**config.mk**
```make
export PLATFORM = sky130hd
export DESIGN_NAME = keypad_scanner
export DESIGN_NICKNAME = d
export VERILOG_FILES = /design/src/rtl/keypad_pkg.sv /design/src/rtl/keypad_sync.sv /design/src/rtl/keypad_scanner.sv
export SDC_FILE = /design/constraint.sdc
export NUM_CORES = 1
export LEC_CHECK = 0
export BUFFER_PORTS_ARGS = -buffer_cell sky130_fd_sc_hd__buf_4
export CAP_MARGIN = 40
export CORE_MARGIN = 3
export CORE_UTILIZATION = 40
export DETAILED_ROUTE_END_ITERATION = 16
export GPL_ROUTABILITY_DRIVEN = 0
export PLACE_DENSITY = 0.68
export SYNTH_ARGS = -nofsm -noshare
export SYNTH_HDL_FRONTEND = slang
export SYNTH_SLANG_ARGS = --single-unit
```
**constraint.sdc**
```tcl
create_clock -name clk -period 2.24 [get_ports clk]
set_clock_uncertainty 0.05 [all_clocks]
set_input_delay 0.112 -clock clk [delete_from_list [all_inputs] [get_ports clk]]
set_output_delay 0.112 -clock clk [all_outputs]
set_load 0.02 [all_outputs]
```
**src/rtl/keypad_pkg.sv**
```systemverilog
// Shared types, constants and the key map for the 4x4 keypad scanner.
package keypad_pkg;

   typedef enum logic [1:0] {
      SCAN,
      DEBOUNCE,
      HELD
   } kp_state_t;

   localparam logic [3:0] KP_IDLE_COL = 4'b1110;

   // Row 0 is the top row, column 0 the leftmost column.
   function automatic logic [3:0] kp_keymap(input logic [1:0] row, input logic [1:0] col);
      logic [3:0] code;
      code = 4'h0;
      case ({row, col})
         4'h0: code = 4'h1;
         4'h1: code = 4'h2;
         4'h2: code = 4'h3;
         4'h3: code = 4'hA;
         4'h4: code = 4'h4;
         4'h5: code = 4'h5;
         4'h6: code = 4'h6;
         4'h7: code = 4'hB;
         4'h8: code = 4'h7;
         4'h9: code = 4'h8;
         4'hA: code = 4'h9;
         4'hB: code = 4'hC;
         4'hC: code = 4'h0;
         4'hD: code = 4'hF;
         4'hE: code = 4'hE;
         4'hF: code = 4'hD;
         default: code = 4'h0;
      endcase
      return code;
   endfunction

endpackage

```
**src/rtl/keypad_sync.sv**
```systemverilog
// Two-flop synchronizer; resets to all ones so idle (pulled-up) rows read high.
module keypad_sync #(
   parameter int WIDTH = 4
) (
   input  logic             clk,
   input  logic             rst,
   input  logic [WIDTH-1:0] d,
   output logic [WIDTH-1:0] q
);

   logic [WIDTH-1:0] meta_d, meta_q;
   logic [WIDTH-1:0] sync_d, sync_q;

   always_comb begin
      meta_d = d;
      sync_d = meta_q;
   end

   always_ff @(posedge clk) begin
      if (rst) begin
         meta_q <= '1;
         sync_q <= '1;
      end else begin
         meta_q <= meta_d;
         sync_q <= sync_d;
      end
   end

   assign q = sync_q;

endmodule

```
**src/rtl/keypad_scanner.sv**
```systemverilog
// 4x4 active-low keypad matrix scanner with press/release debounce.
//
//   state    | meaning
//   ---------+-----------------------------------------------------------
//   SCAN     | sweep columns, look for any low row on each strobe
//   DEBOUNCE | column frozen, counting agreeing low samples of captured row
//   HELD     | key reported, counting consecutive high samples for release
module keypad_scanner
   import keypad_pkg::*;
#(
   parameter int SCAN_DIV       = 100_000,
   parameter int DEBOUNCE_SCANS = 20
) (
   input  logic       clk,
   input  logic       rst,
   input  logic [3:0] row_n,
   output logic [3:0] col_n,
   output logic [3:0] key_code,
   output logic       key_valid,
   output logic       key_held
);

   localparam int DIV_W = $clog2(SCAN_DIV);
   localparam int CNT_W = $clog2(DEBOUNCE_SCANS + 1);
   localparam logic [DIV_W-1:0] DIV_LAST = DIV_W'(SCAN_DIV - 1);
   localparam logic [DIV_W-1:0] DIV_ONE  = DIV_W'(1);
   localparam logic [CNT_W-1:0] CNT_DONE = CNT_W'(DEBOUNCE_SCANS);
   localparam logic [CNT_W-1:0] CNT_ONE  = CNT_W'(1);

   logic [3:0] row_s;

   kp_state_t        state_d, state_q;
   logic [DIV_W-1:0] div_cnt_d, div_cnt_q;
   logic [1:0]       col_d, col_q;
   logic [1:0]       row_d, row_q;
   logic [CNT_W-1:0] match_cnt_d, match_cnt_q;
   logic [CNT_W-1:0] rel_cnt_d, rel_cnt_q;
   logic [3:0]       key_code_d, key_code_q;
   logic             key_valid_d, key_valid_q;
   logic             key_held_d, key_held_q;

   logic       strobe;
   logic       any_low;
   logic [1:0] hit_row;
   logic       cap_low;

   keypad_sync #(.WIDTH(4)) u_sync (
      .clk (clk),
      .rst (rst),
      .d   (row_n),
      .q   (row_s)
   );

   always_comb begin
      strobe    = (div_cnt_q == DIV_LAST);
      div_cnt_d = strobe ? '0 : div_cnt_q + DIV_ONE;
   end

   // Lowest-index low row wins when several rows read low.
   always_comb begin
      hit_row = 2'd0;
      any_low = ~&row_s;
      if (!row_s[0])      hit_row = 2'd0;
      else if (!row_s[1]) hit_row = 2'd1;
      else if (!row_s[2]) hit_row = 2'd2;
      else if (!row_s[3]) hit_row = 2'd3;
      cap_low = ~row_s[row_q];
   end

   always_comb begin
      state_d     = state_q;
      col_d       = col_q;
      row_d       = row_q;
      match_cnt_d = match_cnt_q;
      rel_cnt_d   = rel_cnt_q;
      key_code_d  = key_code_q;
      key_valid_d = 1'b0;
      key_held_d  = key_held_q;

      case (state_q)
         SCAN: begin
            if (strobe) begin
               if (any_low) begin
                  row_d = hit_row;
                  if (DEBOUNCE_SCANS == 1) begin
                     key_code_d  = kp_keymap(hit_row, col_q);
                     key_valid_d = 1'b1;
                     key_held_d  = 1'b1;
                     match_cnt_d = '0;
                     rel_cnt_d   = '0;
                     state_d     = HELD;
                  end else begin
                     match_cnt_d = CNT_ONE;
                     state_d     = DEBOUNCE;
                  end
               end else begin
                  col_d = col_q + 2'd1;
               end
            end
         end

         DEBOUNCE: begin
            if (strobe) begin
               if (cap_low) begin
                  if (match_cnt_q + CNT_ONE == CNT_DONE) begin
                     key_code_d  = kp_keymap(row_q, col_q);
                     key_valid_d = 1'b1;
                     key_held_d  = 1'b1;
                     match_cnt_d = '0;
                     rel_cnt_d   = '0;
                     state_d     = HELD;
                  end else begin
                     match_cnt_d = match_cnt_q + CNT_ONE;
                  end
               end else begin
                  match_cnt_d = '0;
                  col_d       = col_q + 2'd1;
                  state_d     = SCAN;
               end
            end
         end

         HELD: begin
            // Only the captured row in the frozen column matters here.
            if (strobe) begin
               if (!cap_low) begin
                  if (rel_cnt_q + CNT_ONE == CNT_DONE) begin
                     rel_cnt_d  = '0;
                     key_held_d = 1'b0;
                     col_d      = col_q + 2'd1;
                     state_d    = SCAN;
                  end else begin
                     rel_cnt_d = rel_cnt_q + CNT_ONE;
                  end
               end else begin
                  rel_cnt_d = '0;
               end
            end
         end

         default: state_d = SCAN;
      endcase
   end

   always_ff @(posedge clk) begin
      if (rst) begin
         state_q     <= SCAN;
         div_cnt_q   <= '0;
         col_q       <= 2'd0;
         row_q       <= 2'd0;
         match_cnt_q <= '0;
         rel_cnt_q   <= '0;
         key_code_q  <= 4'h0;
         key_valid_q <= 1'b0;
         key_held_q  <= 1'b0;
      end else begin
         state_q     <= state_d;
         div_cnt_q   <= div_cnt_d;
         col_q       <= col_d;
         row_q       <= row_d;
         match_cnt_q <= match_cnt_d;
         rel_cnt_q   <= rel_cnt_d;
         key_code_q  <= key_code_d;
         key_valid_q <= key_valid_d;
         key_held_q  <= key_held_d;
      end
   end

   assign col_n     = (col_q == 2'd0) ? KP_IDLE_COL : ~(4'b0001 << col_q);
   assign key_code  = key_code_q;
   assign key_valid = key_valid_q;
   assign key_held  = key_held_q;

endmodule

```
==> results of run 1 <==
[state kept, by name (all words and copies together), names as in the netlist]
register	count
rel_cnt_q	5
match_cnt_q	5
key_held	1
col_q	2
div_cnt_q	17
u_sync.meta_q	4
u_sync.q	4
key_valid	1
key_code	4
state_q	2
row_q	2
[layout make-up]
type	count	area, um^2
sequential	47	941
fill	530	2890
inverter	15	56.3
tap	72	90.1
timing repair buffer	28	220
multi-input combinational	193	1280
clock inverter	2	13.8
clock buffer	6	82.6
[Yosys cell counts (all sizes together) (3+ instances only)]
library cell | count | area, um^2
nand2b | 7 | 43.8
nor2 | 22 | 82.6
nand3 | 10 | 50.1
mux2i | 3 | 30.0
o21ai | 12 | 60.1
xor2 | 6 | 52.6
or3 | 4 | 30.0
or4 | 5 | 37.5
nand2 | 9 | 33.8
o31ai | 8 | 60.1
nor4bb | 3 | 30.0
and4 | 3 | 26.3
ha | 8 | 100
a31oi | 6 | 37.5
nand4 | 10 | 62.6
inv | 15 | 56.3
nor2b | 3 | 18.8
nor4 | 6 | 37.5
clkbuf | 14 | 52.6
nor3b | 3 | 22.5
a21oi | 17 | 85.1
xnor2 | 10 | 87.6
a211oi | 3 | 22.5
dfxtp | 47 | 941
nor3 | 8 | 40.0
or2 | 8 | 50.1
[critical path, cell delays in order, from the launching register on]
cell      delay (ps)
dfxtp_1          350
ha_1             170
or4bb_1          460
or3_4            430
a211oi_2         190
mux2_2           350
[cell usage in the layout (no fill, tap or decap), drive strengths merged, types with 3 or more instances in the layout]
master,netlist,layout
buf,1,24
xor2,6,6
o31ai,8,8
a211oi,3,3
a31oi,6,6
a21oi,17,17
nor2,22,22
nor4,6,6
or4,5,5
or2,8,8
ha,8,8
dlygate4sd3,0,4
nor4bb,3,3
nand2b,7,7
dfxtp,47,47
inv,15,16
o21ai,12,12
mux2i,3,3
xnor2,10,10
or3,4,4
nor2b,3,3
nand3,10,10
nor3,8,8
nand2,9,9
nand4,10,10
and4,3,3
clkbuf,14,6
nor3b,3,3
[worst paths after layout]
check                                       from  slack (ps)           end  cells past startpoint
worst max-delay path              match_cnt_q[1]         150      key_held                      5
worst min register to register  u_sync.meta_q[2]         360   u_sync.q[2]                      1
worst min-delay path                         rst         140  div_cnt_q[4]                      2
worst max register to register    match_cnt_q[1]         150      key_held                      5
[per-layer routing]
| layer | GRT usage | up-vias | wire (um) |
|---|---|---|---|
| met5 | 0 | - | 0 |
| met4 | 0.0415 | 0 | 29 |
| met3 | 0.0336 | 2 | 175 |
| met2 | 0.244 | 35 | 2080 |
| met1 | 0.184 | 894 | 2220 |
| li1 | - | 1013 | - |
[power by group]
group	internal, W	switching, W	leakage, nW
logic	0.0000366	0.0000542	0.484
clock network	0.000253	0.000279	0.0516
registers	0.000848	0.0000121	0.381
total	0.00114	0.000346	0.916
[logic make-up after synthesis]
kind of cell,Yosys count
multiplexers,5
AND/OR/NAND/NOR,109
adder cells (fa/ha/maj),8
XOR/XNOR,16
buffers and inverters,30
flip-flops,47
AO/OA/AOI/OAI,55
[through the flow]
step                      area [um^2]  worst slack, ps
after floorplan                  2330              118
after global placement           2540              132
after detailed placement         2540              106
after CTS                        2680             91.1
after global routing             2690             32.8
final                            2690              151
[what timing repair did]
action	CTS	global route
hold buffers	4	0
resized for setup	0	3
setup endpoints to repair	0	2
hold endpoints to repair	4	0
setup buffers	0	0
==> impl_metrics.ini, run 1 <==
[sta]
tightest_slew_ps = 735
slew_headroom = 0.508
tns_ps = 0
slew_viol_final = 0
fmax_mhz = 479
finalHoldViolations = 0
setup_violations = 0
rsz0062_at_grt = false
fin_crit_ps = 2090
fin_hold_ws_ps = 143
period_share = 0.933

[drt]
vias_per_cell = 5.36
route.detailed.drc = 0
via_count = 1944
detail-route-antenna-nets = 0
drt-total-wl_um = 4500
dr.pass1.iters = 4
drt_iter0_markers = 94
wl_per_cell_um = 12.4

[global_route]
grt_pass1_wl_um = 7850
grt_pass1_vias = 1839
grt_start_max_net_pins = 36
grt_usage = 0.145
grt.overflow.total = 0
antenna_found_initial = 0

[final_layout]
diodes = 0
drive_above_1_share = 0.158
final_util = 0.482
final_cells = 363
final_nets = 304
area_delta_synth_final_pct = 15.1

[synth]
syn_inst = 270
synth_area_per_cell_um2 = 8.64
synthArstFlopShare = 0
yosysSeqAreaShare = 0.403
synth-seq-cells = 47
synthDistinctLibCells = 43
synth-edff-count = 0
synth_ff_type = dfxtp_1
synthAdderAreaFrac = 0.0429
synthMuxAreaShare = 0.0273
synth_top_family_by_area = simple AND/OR/NAND/NOR gates
synth_xor_area_frac = 0.0601
yosysWarnings = 0
synth-compound-area-share = 0.144
syn_nets = 284
synthSimpleGateAreaFrac = 0.271
synthesis.area_um2 = 2330

[flow_run]
drv_cap = 0

[critical_path]
critPathRequiredTime_ps = 2390
worstSetupPathType = flop to flop
endpoint_kind = flop
crit_arrival_ps = 2230
crit_path_max_fanout = 6
worst_setup_path_start_kind = flop

[place]
io_buffers = 15
dp.cells = 351
place_hpwl_um = 3030

[power_and_ir_drop]
ir_drop_mv = 0.457
leakage_nw = 0.916
power_density_nw_per_um2 = 552
p_total_w = 0.00148

[floorplanning]
io_pins = 16
core_area_um2 = 5570
rows = 27
die_width_um = 82.4
die_area_um2 = 6790
dieHeight_um = 82.4
initial_core_util = 0.419

[cts]
cts_tree = yes
cts_buffer_depth = 2
cts_buffers = 5
clk_pin_slew_ps = 90
h-tree-depth = 2
clk_latency_ps = 300
cts-root-buf = clkbuf_8
cts_sinks = 47

[hold_path]
hold_class = input pin to flop

[run_status]
status = finished, final reports clean
Note: power is estimated with default switching activity, not from simulation.
==> run 2, diff against run 1 <==
--- a/config.mk
+++ b/config.mk
@@ -12,6 +12,8 @@
 export DETAILED_ROUTE_END_ITERATION = 16
 export GPL_ROUTABILITY_DRIVEN = 0
 export PLACE_DENSITY = 0.68
+export SETUP_SLACK_MARGIN = 0.4
 export SYNTH_ARGS = -nofsm -noshare
 export SYNTH_HDL_FRONTEND = slang
+export SYNTH_HIERARCHICAL = 1
 export SYNTH_SLANG_ARGS = --single-unit
==> run 2 against run 1 <==
Combinational power down 22%. Global-route usage is 2.8 points higher. Synthesized cell count fell by 1.5%. First-iteration DRC count grew 15%. Clock power fell by 4.5%. Die area shrank 0.50%. Critical endpoint is now key_code[2]. Largest cell class unchanged.
==> impl_metrics.ini, run 2 <==
[cts]
clk_pin_slew_ps = 90
cts_buffer_depth = 2
cts-root-buf = clkbuf_8
cts_buffers = 5
clk_latency_ps = 300
cts_sinks = 47
cts_tree = yes
h-tree-depth = 2

[sta]
slew_headroom = 0.604
tns_ps = 0
slew_viol_final = 0
fin_ws_ps = 342
fin_crit_ps = 1900
fmax_mhz = 527
period_share = 0.847
rsz0062_at_grt = true
tightest_slew_ps = 588
finalHoldViolations = 0
setup_violations = 0

[floorplanning]
die_width_um = 82.2
dieHeight_um = 82.2
io_pins = 16
rows = 27
die_area_um2 = 6750
core_area_um2 = 5570
initial_core_util = 0.416

[synth]
synthesis.area_um2 = 2320
yosysWarnings = 6
synth-seq-cells = 47
synth_top_family_by_area = simple AND/OR/NAND/NOR gates
synthArstFlopShare = 0
syn_inst = 266
synthAdderAreaFrac = 0.0431
yosysSeqAreaShare = 0.405
synth_ff_type = dfxtp_1
syn_nets = 280
synthDistinctLibCells = 46
synthMostInstantiatedCell = dfxtp_1
synthMuxAreaShare = 0.0318
synth_xor_area_frac = 0.0642
synth_top_area_share = 0.405
synth-compound-area-share = 0.139
synthSimpleGateAreaFrac = 0.263
synth_commonest_cells = 47 x dfxtp_1, 25 x nor2_1, 15 x a21oi_1
synth_area_per_cell_um2 = 8.73
synth_largest_area_cell = dfxtp_1
synth-edff-count = 0
ys_top_cells_by_area = dfxtp_1 41%, ha_1 4.3%, xnor2_1 4.2%

[drt]
via_count = 2125
wl_per_cell_um = 14.9
detail-route-antenna-nets = 0
drt_iter0_markers = 108
dr.pass1.iters = 4
drt-total-wl_um = 5610
route.detailed.drc = 0
vias_per_cell = 5.67

[power_and_ir_drop]
p_total_w = 0.00143
leakage_nw = 1.04
ir_drop_mv = 0.314
power_switching_w = 0.000339
clock_power_share = 0.355
power_frac_seq = 0.595
swShare = 0.237
power_density_nw_per_um2 = 468
power.internal_w = 0.00109
combPwrFrac = 0.050

[critical_path]
endpoint_kind = flop
worstSetupPathType = flop to flop
crit_arrival_ps = 2030
worst_setup_path_start_kind = flop
crit_path_max_fanout = 5
critPathRequiredTime_ps = 2380

[global_route]
antenna_found_initial = 0
grt.overflow.total = 0
grt_start_max_net_pins = 30
grt_pass1_vias = 1971
grt_pass1_wl_um = 9140
grt_usage = 0.172

[hold_path]
hold_class = input pin to flop

[place]
preCtsSetupSlack_ps = 175
io_buffers = 15
place_hpwl_um = 3400

[final_layout]
diodes = 0
area_delta_synth_final_pct = 31.7
layout_commonest_cell = buf_4
largest_reg_flops = 17
top_regs = div_cnt_q (17), match_cnt_q (5), rel_cnt_q (5)
drive_above_1_share = 0.330
top_register = div_cnt_q
final_nets = 316
final_cell_mix = 35 x buf_4, 27 x dfxtp_1, 22 x nor2_1

[run_status]
status = finished, final reports clean

[flow_run]
drv_cap = 0
-- run 2: what timing repair did --
item | 4_1_cts | 5_1_grt
buffers inserted | 10 | 4
hold endpoints to repair | 4 | 0
setup endpoints to repair | 30 | 36
gates resized for setup | 36 | 37
pin swaps | 12 | 2
gates cloned | 2 | 0
hold buffers | 4 | 0
-- run 2: critical path, cell delays in order, from the launching register on --
cell and delay, ps:
dfxtp_4 370, ha_4 130, or4bb_4 460, or3_4 370
buf_4 170, o21ai_0 160, a21oi_1 80
-- run 2: worst paths after layout --
kind                     from           end  slack, ps  cells after the start
max            match_cnt_q[0]   key_code[2]        340                      6
min reg2reg  u_sync/meta_q[2]   u_sync/q[2]        360                      1
min                       rst  rel_cnt_q[4]        130                      2
max reg2reg    match_cnt_q[0]   key_code[2]        340                      6
-- run 2: area by class of cell --
class | count | area (um^2)
timing repair buffer | 44 | 398
sequential | 47 | 981
clock buffer | 6 | 72.6
tap | 72 | 90.1
multi-input combinational | 190 | 1450
fill | 485 | 2520
inverter | 14 | 52.6
clock inverter | 2 | 12.5
-- run 2: kinds of logic after synthesis --
logic type                 Yosys count
DFF                                 47
buffers and inverters               29
muxes                                6
xor gates and xnor gates            17
AOI/OAI and AO/OA                   50
and+or+nand+nor                    109
adders and majority gates            8
-- run 2: metal layers --
metal / wire length, um / share of wire / vias to the layer above / global-route usage
met5: 0 / 0 / - / 0
met4: 89 / 0.016 / 0 / 0.0615
met3: 251 / 0.045 / 10 / 0.0401
met2: 2660 / 0.47 / 57 / 0.275
met1: 2610 / 0.47 / 1016 / 0.228
li1: - / - / 1042 / -
-- run 2: power groups by stage --
stage / combinational, W / clock, W / sequential (W)
6_report: 0.0000710 / 0.000508 / 0.000851
5_1_grt: 0.0000788 / 0.000556 / 0.000853
4_1_cts: 0.0000663 / 0.000520 / 0.000852
3_5_place_dp: 0.0000554 / 0 / 0.000873
3_3_place_gp: 0.0000554 / 0 / 0.000872
2_1_floorplan: 0.0000367 / 0 / 0.000871
-- run 2: per-stage QoR --
stage	utilization	cells	cell area (um^2)	hold slack [ps]
final	0.548	375	3060	135
after floorplan	-	266	2330	159
after global routing	0.548	375	3060	151
after global placement	0.456	347	2540	240
after CTS	0.528	371	2940	125
after detailed placement	0.456	347	2540	245
